`src/rtl/parity_frame_receiver_pkg.sv`:
```
// Shared definitions for the parity frame receiver: FSM state encoding and line levels.
package parity_frame_pkg;

  typedef enum logic [1:0] {
    ST_IDLE   = 2'd0,
    ST_DATA   = 2'd1,
    ST_PARITY = 2'd2,
    ST_STOP   = 2'd3
  } state_t;

  localparam logic LINE_IDLE = 1'b1;
  localparam logic START_BIT = 1'b0;
  localparam logic STOP_BIT  = 1'b1;

endpackage

```
`src/rtl/parity_frame_receiver_if.sv`:
```
// Serial-side bundle of the parity frame receiver; master drives the line, slave is the receiver.
interface parity_frame_receiver_if #(
  parameter int DATA_W = 4
);
  import parity_frame_pkg::*;

  // bit_en is a one-cycle strobe: rx is meaningful only in cycles where bit_en=1.
  // data_valid/frame_err are one-cycle result pulses; data_out/parity_err hold between frames.
  logic              bit_en;
  logic              rx;
  logic [DATA_W-1:0] data_out;
  logic              data_valid;
  logic              parity_err;
  logic              frame_err;
  logic              busy;
  state_t            state;

  modport master (
    output bit_en, rx,
    input  data_out, data_valid, parity_err, frame_err, busy, state
  );

  modport slave (
    input  bit_en, rx,
    output data_out, data_valid, parity_err, frame_err, busy, state
  );

endinterface

```
`src/rtl/parity_frame_receiver_accumulator.sv`:
```
// Running 1-bit XOR of a serial bit stream with synchronous clear; shared with the transmitter.
module parity_accumulator (
  input  logic clk,
  input  logic rst,
  input  logic clr,
  input  logic en,
  input  logic bit_in,
  output logic acc
);

  logic acc_q;
  logic acc_d;

  always_comb begin
    acc_d = acc_q;
    if (clr) begin
      acc_d = 1'b0;
    end else if (en) begin
      acc_d = acc_q ^ bit_in;
    end
  end

  always_ff @(posedge clk) begin
    if (rst) begin
      acc_q <= 1'b0;
    end else begin
      acc_q <= acc_d;
    end
  end

  assign acc = acc_q;

endmodule

```
`src/rtl/parity_frame_receiver.sv`:
```
// Strobe-timed serial receiver: start, DATA_W data bits LSB first, parity, stop.
// Rebuilds the word and reports parity mismatch and stop-bit (framing) errors.
module parity_frame_receiver
  import parity_frame_pkg::*;
#(
  parameter int DATA_W     = 4,
  parameter bit PARITY_ODD = 1'b0
) (
  input  logic                    clk,
  input  logic                    rst,
  parity_frame_receiver_if.slave  bus
);

  localparam int                CNT_W    = $clog2(DATA_W) + 1;
  localparam logic [CNT_W-1:0]  LAST_CNT = CNT_W'(DATA_W - 1);

  state_t            state_q, state_d;
  logic [CNT_W-1:0]  cnt_q, cnt_d;
  logic [DATA_W-1:0] shift_q, shift_d;
  logic [DATA_W-1:0] data_q, data_d;
  logic              mism_q, mism_d;
  logic              dv_q, dv_d;
  logic              perr_q, perr_d;
  logic              ferr_q, ferr_d;
  logic              busy_q, busy_d;
  logic              acc_clr, acc_en, acc_out;

  parity_accumulator u_acc (
    .clk    (clk),
    .rst    (rst),
    .clr    (acc_clr),
    .en     (acc_en),
    .bit_in (bus.rx),
    .acc    (acc_out)
  );

  always_comb begin
    state_d = state_q;
    cnt_d   = cnt_q;
    shift_d = shift_q;
    data_d  = data_q;
    mism_d  = mism_q;
    perr_d  = perr_q;
    dv_d    = 1'b0;
    ferr_d  = 1'b0;
    acc_clr = 1'b0;
    acc_en  = 1'b0;
    if (bus.bit_en) begin
      case (state_q)
        ST_IDLE: begin
          if (bus.rx == START_BIT) begin
            state_d = ST_DATA;
            cnt_d   = '0;
            acc_clr = 1'b1;
          end
        end
        ST_DATA: begin
          for (int i = 0; i < DATA_W; i++) begin
            if (cnt_q == CNT_W'(i)) shift_d[i] = bus.rx;
          end
          acc_en = 1'b1;
          cnt_d  = cnt_q + 1'b1;
          if (cnt_q == LAST_CNT) state_d = ST_PARITY;
        end
        ST_PARITY: begin
          // accumulator already holds the XOR of every data bit at this point
          mism_d  = acc_out ^ bus.rx ^ PARITY_ODD;
          state_d = ST_STOP;
        end
        ST_STOP: begin
          if (bus.rx == STOP_BIT) begin
            data_d = shift_q;
            perr_d = mism_q;
            dv_d   = 1'b1;
          end else begin
            ferr_d = 1'b1;
          end
          state_d = ST_IDLE;
        end
        default: state_d = ST_IDLE;
      endcase
    end
    busy_d = (state_d != ST_IDLE);
  end

  always_ff @(posedge clk) begin
    if (rst) begin
      state_q <= ST_IDLE;
      cnt_q   <= '0;
      shift_q <= '0;
      data_q  <= '0;
      mism_q  <= 1'b0;
      dv_q    <= 1'b0;
      perr_q  <= 1'b0;
      ferr_q  <= 1'b0;
      busy_q  <= 1'b0;
    end else begin
      state_q <= state_d;
      cnt_q   <= cnt_d;
      shift_q <= shift_d;
      data_q  <= data_d;
      mism_q  <= mism_d;
      dv_q    <= dv_d;
      perr_q  <= perr_d;
      ferr_q  <= ferr_d;
      busy_q  <= busy_d;
    end
  end

  assign bus.data_out   = data_q;
  assign bus.data_valid = dv_q;
  assign bus.parity_err = perr_q;
  assign bus.frame_err  = ferr_q;
  assign bus.busy       = busy_q;
  assign bus.state      = state_q;

endmodule

```
`src/flat_wrapper.sv`:
```
// flat-port wrapper written by rule: the top's interface ports become plain ports
module parity_frame_receiver_flat import parity_frame_pkg::*;
#(
  parameter int DATA_W     = 4,
  parameter bit PARITY_ODD = 1'b0
)
  (clk, rst, bus_bit_en, bus_rx, bus_data_out, bus_data_valid, bus_parity_err, bus_frame_err, bus_busy, bus_state);
  parity_frame_receiver_if #(.DATA_W(DATA_W)) bus_i ();
  input  logic clk;
  input  logic rst;
  input wire logic [$bits(bus_i.bit_en)-1:0] bus_bit_en;
  input wire logic [$bits(bus_i.rx)-1:0] bus_rx;
  output wire logic [$bits(bus_i.data_out)-1:0] bus_data_out;
  output wire logic [$bits(bus_i.data_valid)-1:0] bus_data_valid;
  output wire logic [$bits(bus_i.parity_err)-1:0] bus_parity_err;
  output wire logic [$bits(bus_i.frame_err)-1:0] bus_frame_err;
  output wire logic [$bits(bus_i.busy)-1:0] bus_busy;
  output wire logic [$bits(bus_i.state)-1:0] bus_state;
  assign bus_i.bit_en = bus_bit_en;
  assign bus_i.rx = bus_rx;
  assign bus_data_out = bus_i.data_out;
  assign bus_data_valid = bus_i.data_valid;
  assign bus_parity_err = bus_i.parity_err;
  assign bus_frame_err = bus_i.frame_err;
  assign bus_busy = bus_i.busy;
  assign bus_state = bus_i.state;
  parity_frame_receiver #(.DATA_W(DATA_W), .PARITY_ODD(PARITY_ODD)) u_core (.clk(clk), .rst(rst), .bus(bus_i));
endmodule
```
`config.mk`:
```
export PLATFORM = sky130hd
export DESIGN_NAME = parity_frame_receiver_flat
export DESIGN_NICKNAME = d
export VERILOG_FILES = /design/src/rtl/parity_frame_receiver_pkg.sv /design/src/rtl/parity_frame_receiver_if.sv /design/src/rtl/parity_frame_receiver_accumulator.sv /design/src/rtl/parity_frame_receiver.sv /design/src/flat_wrapper.sv
export SDC_FILE = /design/constraint.sdc
export NUM_CORES = 1
export LEC_CHECK = 0
export CORE_UTILIZATION = 30
export DETAILED_ROUTE_END_ITERATION = 10
export GPL_ROUTABILITY_DRIVEN = 1
export GPL_TIMING_DRIVEN = 1
export PLACE_DENSITY_LB_ADDON = 0.1
export SLEW_MARGIN = 40
export SYNTH_ARGS = -nofsm -noshare
export SYNTH_HDL_FRONTEND = slang
export SYNTH_SLANG_ARGS = --single-unit
```
`constraint.sdc`:
```
create_clock -name clk -period 2.6 [get_ports clk]
set_input_delay 0.52 -clock clk [delete_from_list [all_inputs] [get_ports clk]]
set_output_delay 0.52 -clock clk [all_outputs]
set_load 0.01 [all_outputs]
```
==> summary by stage, run 1 <==
Status
The run finished with clean final reports.

Setup path
Setup slack on the worst reg-to-reg path comes out at 1.06 ns. The destination of the worst register-to-register timing path is u_core.cnt_q[2]. The biggest fanout along the worst timing path is 15. The cell family with the largest share of critical-path delay is buffers and inverters. The signal on the critical path passes through clkdlybuf4s50_1.

The buffer and inverter count on the worst path is 1. The depth of the worst register-to-register path is 4. The endpoint arrival time on the critical path is 1.53 ns.

The beginning of the critical path is u_core.bus.state[1]. The critical path's largest stage delay is ~0.62 ns. The required time at the worst-slack endpoint is 2.08 ns.

The number of logic stages on the critical path including buffering is 1. The worst setup path is launched from a flop. The endpoint of the worst setup timing path is bus_state[1]. The cell with the biggest individual delay on the critical path is sky130_fd_sc_hd__clkdlybuf4s50_1. In this run the critical register-to-register path is launched from u_core.cnt_q[0].

The category of the most critical setup path is flop to primary output. The worst setup path is captured at a primary output.

Floorplanning
The initial core utilization is 0.319. The height of the chip is 56.2 microns. The die extent in x is 56.2 microns. The die area is between 3000 and 4000 sq um. After floorplanning, the core was divided into 19 placement rows. Pin placement for this block handled 14 I/O pins. The area of the core is around 2800 sq um.

Timing
Between clock sinks in the finished design, the worst skew comes to 0.00633 ns. The transition time at the pin with the least slew margin is 0.688 ns. The number of endpoints with negative hold slack in the final report was 0.

Subtracting the final worst setup slack from the clock period gives a little over 2 ns. The final-report max-slew violation count is 0. The sum of negative setup slack is 0 ns. Setup repair after global routing left no endpoint under its margin. Timing would allow up to 0.488 GHz. Setup violations remaining at the end of the flow were counted as 0.

Measured against its own limit, the worst slew margin works out to 0.540. Dividing the final minimum period by the clock period gives 0.788.

Routing
The DRC violation count after routing is 0. The post-detailed-route count of antenna-violating nets is 0. The final wirelength is 1610 microns. Using the TritonRoute via totals, the vias-per-cell ratio works out to a little under 5. The detailed router finished its first iteration with 13 violations. After detailed routing, the average wire length per cell comes to around 12 microns. The count of vias placed by the detailed router is 653. The iteration count of the initial detailed-routing pass is 4.

Power
For this design the ratio of total power to cell area is between 400 and 500 nW/um^2. The leakage power total is 0.431 nW. The worst supply voltage drop on vdd is 0.234 mV.

Final layout
The final layout contains 114 nets. The ratio of cells with drive above 1 in the final layout is 0.0769. From synthesis to final layout, the design area changed by 19.6%.

The library cell used most frequently in the layout, excluding fill and tap cells, is sky130_fd_sc_hd__dfxtp_1. The repair_antennas step left the layout with diodes totalling 0. The finished cells cover 1050 sq um. The library cells used most frequently in the layout, excluding fill and tap cells, are sky130_fd_sc_hd__dfxtp_1 (19), sky130_fd_sc_hd__clkdlybuf4s50_1 (13), sky130_fd_sc_hd__nor2_1 (10), sky130_fd_sc_hd__mux2i_1 (9), sky130_fd_sc_hd__a21oi_1 (6).

Yosys
The number of standard cells after synthesis is 92. The net count after synthesis is 101. The post-synthesis instance area is 881 sq um. The most area-hungry cell type in the Yosys netlist is sky130_fd_sc_hd__dfxtp_1. The synthesized netlist contains 25 unique library cells. The number of warnings printed during yosys synthesis is 0. Of the synthesized area, sequential elements account for 0.432. In the post-synthesis netlist, the biggest area contributors are sky130_fd_sc_hd__dfxtp_1 (43%), sky130_fd_sc_hd__mux2i_1 (10%), sky130_fd_sc_hd__ha_1 (7.1%), sky130_fd_sc_hd__nor2_1 (4.3%), sky130_fd_sc_hd__nand2b_1 (3.6%). The average footprint of a synthesized cell is 9.57 sq um.

The share of the synthesized area in the top cell type is 0.432. The number of synthesized register bits is 19.

Place
Routability-driven placement finished with a final weighted congestion of 0.716. The cell area after placement is approximately 1000 sq um. The count of port buffers added during placement is 13. The HPWL reported at the end of detailed placement is 1100 microns.

GRT
The total global routing overflow is 0. The first-pass GRT wire length is ~2800 microns. The total global-route track usage is 0.113. The number of global-route vias before repair is 607. The pin count of the biggest net entering global routing is 21. The initial antenna violation count came to 0.

Clocking
Counting along the longest clock path gives a buffer depth of 2. The clock net sink count is 19. The clock reaches the later pin of the worst-skew pair after ~0.3 ns. The post-CTS setup repair buffer count is 0. After clock tree synthesis, the clock-pin slew on the worst setup and hold paths is 0.11 ns. TritonCTS built the clock tree. TritonCTS created 3 clock buffers. In this run, post-CTS hold repair placed 0 buffers. The number of gates resized after CTS was 0.

The count of H-tree levels built during CTS is 1. The cell at the root of the clock tree is sky130_fd_sc_hd__clkbuf_4.

Flow run
Across the run, the number of max-cap violations was 0.

Hold path
The path type of the worst min-delay path is flop to flop.
-- final cells by class --
class	count	area (sq um)
multi-input combinational	64	459
sequential	19	380
timing repair buffer	14	138
inverter	3	11.3
tap	31	38.8
fill	288	1700
clock buffer	4	26.3
-- state kept, by name, summed over array words and instances, names as in the netlist --
register / cells
u_core.bus.parity_err: 1
u_core.bus.data_valid: 1
u_core.bus.busy: 1
u_core.bus.frame_err: 1
u_core.u_acc.acc: 1
u_core.bus.data_out: 4
u_core.bus.state: 2
u_core.shift_q: 4
u_core.mism_q: 1
u_core.cnt_q: 3
-- Yosys cell counts, drive strengths merged --
cell type,n
nand4b,2
o21ai,5
nand2b,6
and4bb,2
a311oi,1
nor2,10
nor3,2
or4b,1
xnor2,1
inv,3
a211oi,1
dfxtp,19
ha,5
mux2i,9
clkbuf,2
nand3b,1
buf,4
nand4,1
nand2,5
a21oi,6
nor2b,4
nor4b,1
and3b,1
-- per-stage QoR --
stage	instances	hold WS (ns)	power [mW]	setup WS (ns)	util
6_report	135	0.488	0.491	0.550	0.382
5_1_grt	135	0.518	0.513	0.472	0.382
4_1_cts	135	0.495	0.500	0.533	0.382
3_5_place_dp	131	0.473	0.347	0.508	0.373
3_3_place_gp	131	0.476	0.347	0.546	0.373
2_1_floorplan	92	0.452	0.333	1.16	-
-- worst register-to-register path, cell delays in order (launching register included) --
cell                      delay (ns)
sky130_fd_sc_hd__dfxtp_1        0.36
sky130_fd_sc_hd__ha_1           0.20
sky130_fd_sc_hd__ha_1           0.27
sky130_fd_sc_hd__or4b_1         0.49
sky130_fd_sc_hd__a21oi_1        0.15
-- where the power goes --
| part | leakage [nW] | total [mW] | internal [mW] | switching [mW] |
|---|---|---|---|---|
| clock | 0.0150 | 0.151 | 0.0597 | 0.0914 |
| combinational | 0.262 | 0.0431 | 0.0191 | 0.0240 |
| sequential | 0.154 | 0.297 | 0.295 | 0.00225 |
-- worst min path at each step --
stage | endpoint | slack (ns) | start | cells after the start
2_1_floorplan | u_core.shift_q[0] | 0.45 | u_core.shift_q[0] | 2
3_3_place_gp | u_core.shift_q[1] | 0.48 | u_core.shift_q[1] | 2
3_5_place_dp | u_core.shift_q[1] | 0.47 | u_core.shift_q[1] | 2
4_1_cts | u_core.shift_q[1] | 0.49 | u_core.shift_q[1] | 2
5_1_grt | u_core.shift_q[2] | 0.52 | u_core.shift_q[2] | 2
6_report | u_core.shift_q[1] | 0.49 | u_core.shift_q[1] | 2
-- cell families (layout without fill, tap and decap cells) --
kind of cell	after synthesis	after routing	share of synthesized area
simple gates	36	36	0.257
flops	19	19	0.432
compound gates	13	13	0.0810
mux	9	9	0.102
buf+inv	9	21	0.0469
fa+ha+maj	5	5	0.0710
xor+xnor	1	1	0.00994
-- routing by layer --
| layer | up-vias | GRT usage | share of wire |
|---|---|---|---|
| met2 | 11 | 0.172 | 0.45 |
| met3 | 2 | 0.0279 | 0.027 |
| met1 | 298 | 0.146 | 0.51 |
| li1 | 342 | - | - |
| met4 | 0 | 0.0627 | 0.011 |
| met5 | - | 0 | 0 |
No activity file was read; power rests on OpenSTA's default activity.
==> inputs of run 2 (changes only) <==
- clock period: 2.6 -> 2.1 ns (I/O delays scaled with it)
==> summary by stage, run 2 (same netlist as run 1, synthesis figures left out) <==
Place
The cell area after placement came to 1040 sq um (was 1030 sq um). The count of port buffers added during placement came to 13 (unchanged). The final weighted congestion of routability-driven global placement is 0.768 (was 0.716). The worst slack at placement is 0.136 ns (was 0.508 ns). The HPWL reported at the end of detailed placement is 1090 microns (was 1100 microns). The number of placed instances with taps included was 133 (was 131).

Clocking
The clock latency on the worst-skew pair was 0.30 ns (about the same). The clock transition at the registers of the reported paths is 0.11 ns (about the same). The post-cts hold buffer count was 0 (unchanged). The clock net sink count is 19 (unchanged). The post-CTS setup repair buffer count is 0 (unchanged). The total CTS buffers is 3 (unchanged). The number of buffers between clock root and the deepest sink was 2 (unchanged). The TritonCTS clock tree is yes (unchanged). The post-cts resize count was 0 (unchanged). The cell at the root of the clock tree is sky130_fd_sc_hd__clkbuf_4 (unchanged).

The count of H-tree levels built during CTS is 1 (unchanged).

Power
The combinational share of power is 0.091 (was 0.088). The part of the power in the clock network came to 0.305 (was 0.307). The worst supply voltage drop on vdd is 0.433 mV (was 0.234 mV). The leakage power total is 0.443 nW (was 0.431 nW). The internal portion of total power came to 462 uW (was 374 uW).

The switching share of power is 0.242 (was 0.239). The sequential group share of total power came to 0.604 (was 0.605). The power per standard cell area is 570 nW/um^2 (was 467 nW/um^2). The switching power of the nets was 147 uW (was 118 uW). The overall power came to 610 uW (was 491 uW).

Final layout
The commonest non-fill, non-tap cell in the layout is sky130_fd_sc_hd__dfxtp_1 (unchanged). The filler-free cell count of the finished design is 137 (was 135). The layout filler cell count is 281 (was 288).

The ratio of cells with drive above 1 in the final layout is 0.104 (was 0.0769). The post-layout instance area came to 1070 sq um (was 1050 sq um). The storage element area is 380 sq um (unchanged). The number of inserted diodes is 0 (unchanged). Most frequent cells in the layout: sky130_fd_sc_hd__dfxtp_1 (19), sky130_fd_sc_hd__clkdlybuf4s50_1 (13), sky130_fd_sc_hd__nor2_1 (10), sky130_fd_sc_hd__mux2i_1 (9), sky130_fd_sc_hd__a21oi_1 (6) (unchanged). The multi-input combinational cell area is 459 sq um (unchanged). The signed area change from the synthesized netlist to the final layout was 21.4% (was 19.6%). The number of nets in the finished design is 116 (was 114).

Hold path
The path type of the worst min-delay path is flop to flop (unchanged).

Status
Result of the run: complete, no violations (unchanged).

Setup path
The category of the worst setup path launch point was a flop (unchanged). The cell with the biggest individual delay on the critical path is sky130_fd_sc_hd__clkdlybuf4s50_1 (unchanged). The endpoint arrival time on the critical path was 1.54 ns (was 1.53 ns). The critical path's largest stage delay is 0.63 ns (was 0.62 ns).

The biggest fanout along the worst timing path was 15 (unchanged). The category of the most critical setup path is flop to primary output (unchanged). Critical Path, Cell by Cell: clkdlybuf4s50_1 (unchanged). The required time at the worst-slack endpoint is 1.68 ns (was 2.08 ns). The cell family with the largest share of critical-path delay is buffers and inverters (unchanged).

The buffer and inverter count on the worst path is 1 (unchanged). The type of destination of the critical path is a primary output (unchanged).

Timing
RSZ-0062 raised after global routing: false (unchanged). The sum of negative setup slack is 0 ns (unchanged). Of the available clock period, the critical path in the final layout requires 0.934. The time the final worst path needs with I/O delays and setup is 1.96 ns. The worst-case headroom to the max-slew limit is 0.701 (was 0.540). Derived from the worst setup path, the maximum achievable clock frequency is 0.510 GHz. The transition time at the pin with the least slew margin is 0.447 ns (was 0.688 ns). The number of endpoints with negative hold slack in the final report is 0 (unchanged). The final worst setup slack was 0.138 ns (was 0.550 ns). The number of endpoints failing setup at the final stage is 0 (unchanged).

The final clock skew was 0.00413 ns (was 0.00633 ns). The final-report max-slew violation count came to 0 (unchanged).

Routing
The iteration count of the initial detailed-routing pass came to 2 (was 4). The number of vias per cell after detailed routing was 4.75 (was 4.84). The DRC violation count after routing is 0 (unchanged). The final wirelength is 1560 microns (was 1610 microns). The final routed wire length divided by cell count was 11.4 microns (was 11.9 microns). The count of vias placed by the detailed router is 651 (was 653). The post-detailed-route count of antenna-violating nets is 0 (unchanged). The count of routing violations after the opening detailed-route iteration is 5 (was 13).

Floorplanning
The height of the chip came to 56.2 microns (unchanged). The initial core utilization is 0.319 (unchanged). The die extent in x is 56.2 microns (unchanged). The cell row count was 19 (unchanged). The area of the core came to 2760 sq um (unchanged).

The number of placed I/O pins is 14 (unchanged). The die area is 3160 sq um (unchanged).

GRT
The pin count of the biggest net entering global routing is 21 (unchanged). The total global-route track usage was 0.113 (about the same). The initial antenna violation count is 0 (unchanged).

The number of global-route vias before repair is 582 (was 607). The first-pass GRT wire length is 2710 microns (was 2760 microns). The total global routing overflow is 0 (unchanged).

Flow run
The reported max-cap violation count was 0 (unchanged).
[run 2: cell count changes in the layout (fill, tap and decap cells not counted), sizes merged]
cell	change
clkbuf	-1
buf	+2
clkinv	+1
[run 2: path summary, 6_finish.rpt]
check                                         start                end  slack [ns]  cells past startpoint
worst max register to register      u_core.cnt_q[0]    u_core.cnt_q[2]        0.57                      4
worst min-delay path              u_core.shift_q[0]  u_core.shift_q[0]        0.49                      2
worst min register to register    u_core.shift_q[0]  u_core.shift_q[0]        0.49                      2
worst max-delay path            u_core.bus.state[1]       bus_state[1]        0.14                      1
[run 2: routing by layer]
layer  GRT usage  up-vias  share of wire  wire, microns
met3      0.0488        2          0.040             62
li1            -      344              -              -
met1       0.157      296           0.52            803
met2       0.153        9           0.43            673
met5           0        -              0              0
met4      0.0418        0          0.012             18
[run 2: layout make-up]
type	instances	area share
inverter	3	0.0105
multi-input combinational	64	0.429
tap	31	0.0363
clock inverter	1	0.00468
timing repair buffer	16	0.143
sequential	19	0.356
clock buffer	3	0.0211
[run 2: per-stage QoR]
stage          hold WS, ns   util
3_3_place_gp         0.471  0.378
6_report             0.485  0.388
3_5_place_dp         0.476  0.378
2_1_floorplan        0.452      -
4_1_cts              0.493  0.388
5_1_grt              0.504  0.388
[run 2: power groups by stage]
stage          clock, mW  combinational [mW]  sequential (mW)
6_report           0.186              0.0556            0.368
5_1_grt            0.212              0.0620            0.369
4_1_cts            0.201              0.0566            0.368
3_5_place_dp           0              0.0564            0.377
3_3_place_gp           0              0.0555            0.377
2_1_floorplan          0              0.0339            0.378
==> inputs of run 3 (changes only) <==
- TNS_END_PERCENT: not set -> 1
==> results of run 3 <==
No change in the layout: final DEF, timing and power equal those of run 2.
